[src/rtl/dcache_pkg.sv]
// Shared types and sizing for the dcache overhead (tag/valid/dirty) RAM and its controller.
package dcache_pkg;

  localparam int OVERHEAD_MEMORY_SIZE = 8;
  localparam int OVERHEAD_ADDR_WIDTH  = $clog2(OVERHEAD_MEMORY_SIZE);
  localparam int OVERHEAD_TAG_WIDTH   = 6;

  typedef struct packed {
    logic                          valid;
    logic                          dirty;
    logic [OVERHEAD_TAG_WIDTH-1:0] tag;
  } overhead_t;

  localparam int OVERHEAD_WIDTH = $bits(overhead_t);

  typedef enum logic [1:0] {
    OVH_INIT  = 2'd0,
    OVH_RUN   = 2'd1,
    OVH_FLUSH = 2'd2
  } ovh_ctrl_state_t;

  // Last index visited by a sweep, expressed in the widened counter width.
  function automatic logic [OVERHEAD_ADDR_WIDTH:0] sweep_last_idx(input int mem_size);
    sweep_last_idx = (OVERHEAD_ADDR_WIDTH+1)'(mem_size - 1);
  endfunction

endpackage

[src/rtl/dcache_overhead_wr_arb.sv]
// Two-way fixed-priority write arbiter onto overhead RAM port A: line fill always beats state update.
module dcache_overhead_wr_arb
  import dcache_pkg::*;
#(
  parameter int ADDR_WIDTH = OVERHEAD_ADDR_WIDTH
) (
  input  logic                  en_i,
  input  logic                  fill_valid_i,
  input  logic [ADDR_WIDTH-1:0] fill_addr_i,
  input  overhead_t             fill_data_i,
  output logic                  fill_ready_o,
  input  logic                  upd_valid_i,
  input  logic [ADDR_WIDTH-1:0] upd_addr_i,
  input  overhead_t             upd_data_i,
  output logic                  upd_ready_o,
  output logic                  wr_en_o,
  output logic [ADDR_WIDTH-1:0] wr_addr_o,
  output overhead_t             wr_data_o
);

  logic fill_gnt;
  logic upd_gnt;

  assign fill_ready_o = en_i;
  assign upd_ready_o  = en_i & ~fill_valid_i;

  assign fill_gnt = en_i & fill_valid_i;
  assign upd_gnt  = en_i & upd_valid_i & ~fill_valid_i;

  assign wr_en_o   = fill_gnt | upd_gnt;
  assign wr_addr_o = fill_valid_i ? fill_addr_i : upd_addr_i;
  assign wr_data_o = fill_valid_i ? fill_data_i : upd_data_i;

endmodule

[src/rtl/dcache_overhead_ctrl.sv]
// Sequencer/arbiter for the dcache overhead SDP RAM: zeroing sweeps, write arbitration, lookups.
// Optional macro DCACHE_OVERHEAD_BYPASS_EN forwards same-cycle write data to a colliding lookup.
module dcache_overhead_ctrl
  import dcache_pkg::*;
#(
  parameter int MEMORY_SIZE = OVERHEAD_MEMORY_SIZE,
  parameter int ADDR_WIDTH  = OVERHEAD_ADDR_WIDTH
) (
  input  logic                  clk,
  input  logic                  rst,
  input  logic                  flush_req,
  output logic                  init_done,
  output logic                  flush_done,
  input  logic                  lookup_valid,
  output logic                  lookup_ready,
  input  logic [ADDR_WIDTH-1:0] lookup_addr,
  output logic                  lookup_rvalid,
  output overhead_t             lookup_rdata,
  input  logic                  fill_valid,
  output logic                  fill_ready,
  input  logic [ADDR_WIDTH-1:0] fill_addr,
  input  overhead_t             fill_data,
  input  logic                  upd_valid,
  output logic                  upd_ready,
  input  logic [ADDR_WIDTH-1:0] upd_addr,
  input  overhead_t             upd_data,
  output logic [ADDR_WIDTH-1:0] ram_addra,
  output logic                  ram_ena,
  output overhead_t             ram_dina,
  output logic [ADDR_WIDTH-1:0] ram_addrb,
  output logic                  ram_enb,
  input  overhead_t             ram_doutb
);

  ovh_ctrl_state_t       state_q;
  logic [ADDR_WIDTH:0]   cnt_q;
  logic [ADDR_WIDTH:0]   cnt_d;
  logic                  init_done_q;
  logic                  flush_done_q;
  logic                  rvalid_q;

  logic                  run;
  logic                  sweep;
  logic                  last_sweep;
  logic                  wr_en;
  logic [ADDR_WIDTH-1:0] wr_addr;
  overhead_t             wr_data;
  logic                  collision;
  logic                  accept;

  // Outputs are gated by rst so nothing reaches the RAM during a reset cycle.
  assign run        = (state_q == OVH_RUN) & ~rst;
  assign sweep      = (state_q != OVH_RUN) & ~rst;
  assign cnt_d      = cnt_q + {{ADDR_WIDTH{1'b0}}, 1'b1};
  assign last_sweep = (cnt_q == (ADDR_WIDTH+1)'(MEMORY_SIZE - 1));

  dcache_overhead_wr_arb #(
    .ADDR_WIDTH (ADDR_WIDTH)
  ) u_wr_arb (
    .en_i         (run),
    .fill_valid_i (fill_valid),
    .fill_addr_i  (fill_addr),
    .fill_data_i  (fill_data),
    .fill_ready_o (fill_ready),
    .upd_valid_i  (upd_valid),
    .upd_addr_i   (upd_addr),
    .upd_data_i   (upd_data),
    .upd_ready_o  (upd_ready),
    .wr_en_o      (wr_en),
    .wr_addr_o    (wr_addr),
    .wr_data_o    (wr_data)
  );

  assign collision = wr_en & lookup_valid & (wr_addr == lookup_addr);

`ifdef DCACHE_OVERHEAD_BYPASS_EN
  assign lookup_ready = run;
`else
  // The RAM is read-first, so a colliding read is held off one cycle to see the new value.
  assign lookup_ready = run & ~collision;
`endif

  assign accept = lookup_valid & lookup_ready;

  assign ram_ena   = sweep | wr_en;
  assign ram_addra = sweep ? cnt_q[ADDR_WIDTH-1:0] : wr_addr;
  assign ram_dina  = sweep ? overhead_t'('0) : wr_data;
  assign ram_enb   = accept;
  assign ram_addrb = lookup_addr;

  assign init_done     = init_done_q;
  assign flush_done    = flush_done_q;
  assign lookup_rvalid = rvalid_q;

  always_ff @(posedge clk) begin
    if (rst) begin
      state_q      <= OVH_INIT;
      cnt_q        <= '0;
      init_done_q  <= 1'b0;
      flush_done_q <= 1'b0;
      rvalid_q     <= 1'b0;
    end else begin
      rvalid_q     <= accept;
      flush_done_q <= 1'b0;
      case (state_q)
        OVH_RUN: begin
          if (flush_req) begin
            state_q     <= OVH_FLUSH;
            cnt_q       <= '0;
            init_done_q <= 1'b0;
          end
        end
        default: begin
          if (last_sweep) begin
            state_q      <= OVH_RUN;
            cnt_q        <= '0;
            init_done_q  <= 1'b1;
            flush_done_q <= 1'b1;
          end else begin
            cnt_q <= cnt_d;
          end
        end
      endcase
    end
  end

`ifdef DCACHE_OVERHEAD_BYPASS_EN
  logic      hit_q;
  overhead_t byp_data_q;

  always_ff @(posedge clk) begin
    if (rst) begin
      hit_q      <= 1'b0;
      byp_data_q <= '0;
    end else begin
      hit_q      <= accept & collision;
      byp_data_q <= wr_data;
    end
  end

  assign lookup_rdata = hit_q ? byp_data_q : ram_doutb;
`else
  assign lookup_rdata = ram_doutb;
`endif

endmodule

[config.mk]
export PLATFORM = sky130hd
export DESIGN_NAME = dcache_overhead_ctrl
export DESIGN_NICKNAME = d
export VERILOG_FILES = /design/src/rtl/dcache_pkg.sv /design/src/rtl/dcache_overhead_wr_arb.sv /design/src/rtl/dcache_overhead_ctrl.sv
export SDC_FILE = /design/constraint.sdc
export NUM_CORES = 1
export LEC_CHECK = 0
export ABC_AREA = 1
export BUFFER_PORTS_ARGS = -buffer_cell sky130_fd_sc_hd__buf_2
export CAP_MARGIN = 10
export CORE_MARGIN = 2
export CORE_UTILIZATION = 35
export DETAILED_ROUTE_END_ITERATION = 6
export HOLD_SLACK_MARGIN = 0.06
export PLACE_DENSITY = 0.75
export SLEW_MARGIN = 10
export SYNTH_ARGS = -nofsm -noshare
export SYNTH_HDL_FRONTEND = slang
export SYNTH_SLANG_ARGS = --single-unit
export TNS_END_PERCENT = 100
[constraint.sdc]
create_clock -name clk -period 2.8 [get_ports clk]
set_input_delay 0.14 -clock clk [delete_from_list [all_inputs] [get_ports clk]]
set_output_delay 0.14 -clock clk [all_outputs]
set_load 0.05 [all_outputs]
==> out/qor.txt <==
FLOORPLANNING
---------------------------------------------------------------------------------
Area of the die                                                          2648 µm²
Core footprint                                                           2170 µm²
Chip Width                                                               51.46 µm
Number of cell rows                                                            17
Number of top-level pins                                                       69
Die Height                                                               51.46 µm
Initial Util                                                               0.3633

SYNTHESIS
---------------------------------------------------------------------------------
Yosys synthesis warning count                                                   0
Post-synthesis instance total                                                 144
Share of the synthesized area in the top cell type                         0.2810
Post-synth EDFFs                                                                0
Post-synthesis net count                                                      184
Most common cell in the synthesized netlist                          sky130_fd_sc_hd__nand2_1
Cell area after synthesis                                               788.3 µm²
Per-instance average area after synthesis                               5.474 µm²
Seq/Total Area, Yosys                                                      0.2032
Top cells by area, synth                                             sky130_fd_sc_hd__nand2_1 28%, sky130_fd_sc_hd__dfxtp_1 20%, sky130_fd_sc_hd__inv_1 11%
Commonest register cell after synthesis                              sky130_fd_sc_hd__dfxtp_1
Post-synthesis register bit count                                               8
Leading cell types by count after synthesis                          59 x sky130_fd_sc_hd__nand2_1, 23 x sky130_fd_sc_hd__inv_1, 12 x sky130_fd_sc_hd__nor2_1
Library cell occupying the most area in the post-synthesis netlist   sky130_fd_sc_hd__nand2_1
Share of flip-flops with an asynchronous set or reset                           0
Number of library cell types mapped by synthesis                               18

WORST HOLD PATH
---------------------------------------------------------------------------------
Hold Startpoint                                                               rst
Hold Path Sink                                                         state_q[1]
Cell count of the worst hold path                                               2
Worst hold path type                                                    in -> reg

STA
---------------------------------------------------------------------------------
Actual slew at the worst max-slew pin                                    451.3 ps
RSZ-0062 raised after global routing                                        false
Layout Skew                                                              6.440 ps
Tcrit/Tclk final                                                           0.6755
Final setup fails                                                               0
Worst Setup Slack, final                                                 908.6 ps
Post-route setup TNS                                                         0 ps
Max Slew Vio Count                                                              0
Maximum clock frequency                                                0.5287 GHz
Final Critical Period                                                     1891 ps
Worst-case headroom to the max-slew limit                                  0.6984
Number of endpoints with negative hold slack in the final report                0

CTS
---------------------------------------------------------------------------------
Hold bufs inserted after CTS                                                    0
Buffer cell driving the clock tree root                              sky130_fd_sc_hd__clkbuf_4
Clock Latency Late Sink                                                    250 ps
Number of buffers on the longest clock path                                     2
TritonCTS Buffers                                                               3
Number of buffers inserted to repair setup after CTS                            0
Clock slew at reported path FFs                                             50 ps
H-tree Lvls                                                                     1
Count of cells resized by post-cts repair                                       0
TritonCTS clock tree                                                          yes
Clock Sink Count                                                                8

ROUTING
---------------------------------------------------------------------------------
Final Routed Wirelength                                                  1.777 mm
Mean number of vias per cell                                                4.404
Total number of vias                                                          938
# DRC                                                                           0
Average wire per standard cell                                           8.343 µm
First-pass iteration count of the detailed router                               4
Iteration-0 DRC count of the detailed router                                   17
Post-DRT Antenna Nets                                                           0

PLACEMENT
---------------------------------------------------------------------------------
Setup WS pre-CTS                                                          1162 ps
PortBufs                                                                       52
HPWL after detailed placement                                            1.487 mm
Final GP Congestion                                                        0.7788

GLOBAL ROUTING
---------------------------------------------------------------------------------
Initial antenna violation count                                                 0
First-pass GRT wire length                                               3.070 mm
Pin count of the biggest net entering global routing                           17
Global Route Usage Sum                                                     0.1477
GRT overflow                                                                    0
Number of global-route vias before repair                                     775

PWR
---------------------------------------------------------------------------------
Static leakage                                                          0.6678 nW
Power per cell area                                                  360.5 nW/µm²
Maximum vdd drop                                                        0.2346 mV

SETUP PATH
---------------------------------------------------------------------------------
Cell Chain, Critical Path                                            inv_1, nand2_1, nand2_1, o21ai_0, buf_2
Max FO, Critical Path                                                          16
CP startpoint                                                          state_q[1]
FF-to-FF Start                                                         state_q[0]
Arrival time of data at the critical path endpoint                        1750 ps
Startpoint type of the worst setup path                                      flop
Biggest cell delay along the critical path                                 330 ps
R2r setup slk                                                             1620 ps
Worst R2R End                                                        lookup_rvalid
Slowest CP cell                                                      sky130_fd_sc_hd__nand2_1
Req. time, crit path                                                      2660 ps
Critical setup path kind                                               reg -> out
Nature of the critical path endpoint                                   output pin
Cell repeated most along the worst path                              sky130_fd_sc_hd__nand2_1
Number of cells on the worst reg-to-reg path                                    7

LAYOUT
---------------------------------------------------------------------------------
Ratio of cells with drive above 1 in the final layout                      0.3297
Fillers                                                                       256
Layout Nets                                                                   227
Area taken by multi-input logic gates                                   425.4 µm²
FF+latch area                                                           160.2 µm²
Diode count                                                                     0
P&R area growth vs syn                                                     26.03%

FLOW RUN
---------------------------------------------------------------------------------
Max-cap violation count                                                         0

OUTCOME
---------------------------------------------------------------------------------
Outcome                                                              complete, no violations

placed cells by master, fill, tap and decap left out:
cell                       synthesis  routed
sky130_fd_sc_hd__nor2_4            1       1
sky130_fd_sc_hd__ha_1              1       1
sky130_fd_sc_hd__inv_2             1       1
sky130_fd_sc_hd__clkbuf_4          0       3
sky130_fd_sc_hd__nand3_1          10      10
sky130_fd_sc_hd__inv_1            23      23
sky130_fd_sc_hd__buf_2             1      52
sky130_fd_sc_hd__nand2_1          59      59
sky130_fd_sc_hd__dfxtp_1           8       8
sky130_fd_sc_hd__nand2_2           3       3
sky130_fd_sc_hd__nor2_1           12      12
sky130_fd_sc_hd__a31oi_1           2       2
sky130_fd_sc_hd__o21ai_0           3       3
sky130_fd_sc_hd__or2_2             1       1
sky130_fd_sc_hd__a21oi_1           5       5
sky130_fd_sc_hd__a22oi_1           1       1
kinds of logic after synthesis:
family          share of synthesized area
compound gates                    0.07618
fa+ha+maj                         0.01587
buf+inv                            0.2571
flops                              0.2032
simple gates                       0.4476
critical path, delay by kind of cell, from the launching register on:
family / cells / cell delay [ps]
buf+inv: 2 / 350
compound gates: 1 / 300
simple gates: 2 / 520
flops: 1 / 320
worst max-delay path by stage:
stage,cells past startpoint,to
final,5,ram_addra[0]
after global routing,5,ram_addra[0]
after CTS,5,ram_addra[0]
after detailed placement,5,ram_addra[0]
after global placement,5,ram_addra[0]
after floorplan,4,ram_enb
report_power, final:
part,switching [W],total (W),internal (W)
clock,0.0000372,0.0000861,0.0000489
sequential,0.00000485,0.000123,0.000118
combinational,0.000103,0.000149,0.0000453
total,0.000146,0.000358,0.000213
flip-flops by register name, summed over array words and instances, names as in the netlist:
signal and count:
cnt_q 4, state_q 2, flush_done 1, lookup_rvalid 1
metal layers:
layer / vias to the layer above / GRT usage / part of all wire
li1: 503 / - / -
met1: 394 / 0.1894 / 0.45
met2: 35 / 0.2393 / 0.46
met3: 6 / 0.03801 / 0.080
met4: 0 / 0.04825 / 0.0090
met5: - / 0 / 0
stage by stage:
step                      cell area [µm²]  cells  hold slack [ps]  utilization  total power, W
final                               993.5    213            136.8       0.4579       0.0003582
after detailed placement            970.9    210            280.3       0.4475       0.0002752
after CTS                           993.5    213            128.2       0.4579       0.0003645
after floorplan                     788.3    144            209.1            -       0.0002649
after global routing                993.5    213            132.5       0.4579       0.0003879
after global placement              970.9    210            280.3       0.4475       0.0002747
final cells by class:
type | count | area share
clock buffer | 3 | 0.02267
inverter | 24 | 0.09068
multi-input combinational | 98 | 0.4282
sequential | 8 | 0.1612
tap | 28 | 0.03526
timing repair buffer | 52 | 0.2620
Power figures use the tool's default switching activity.
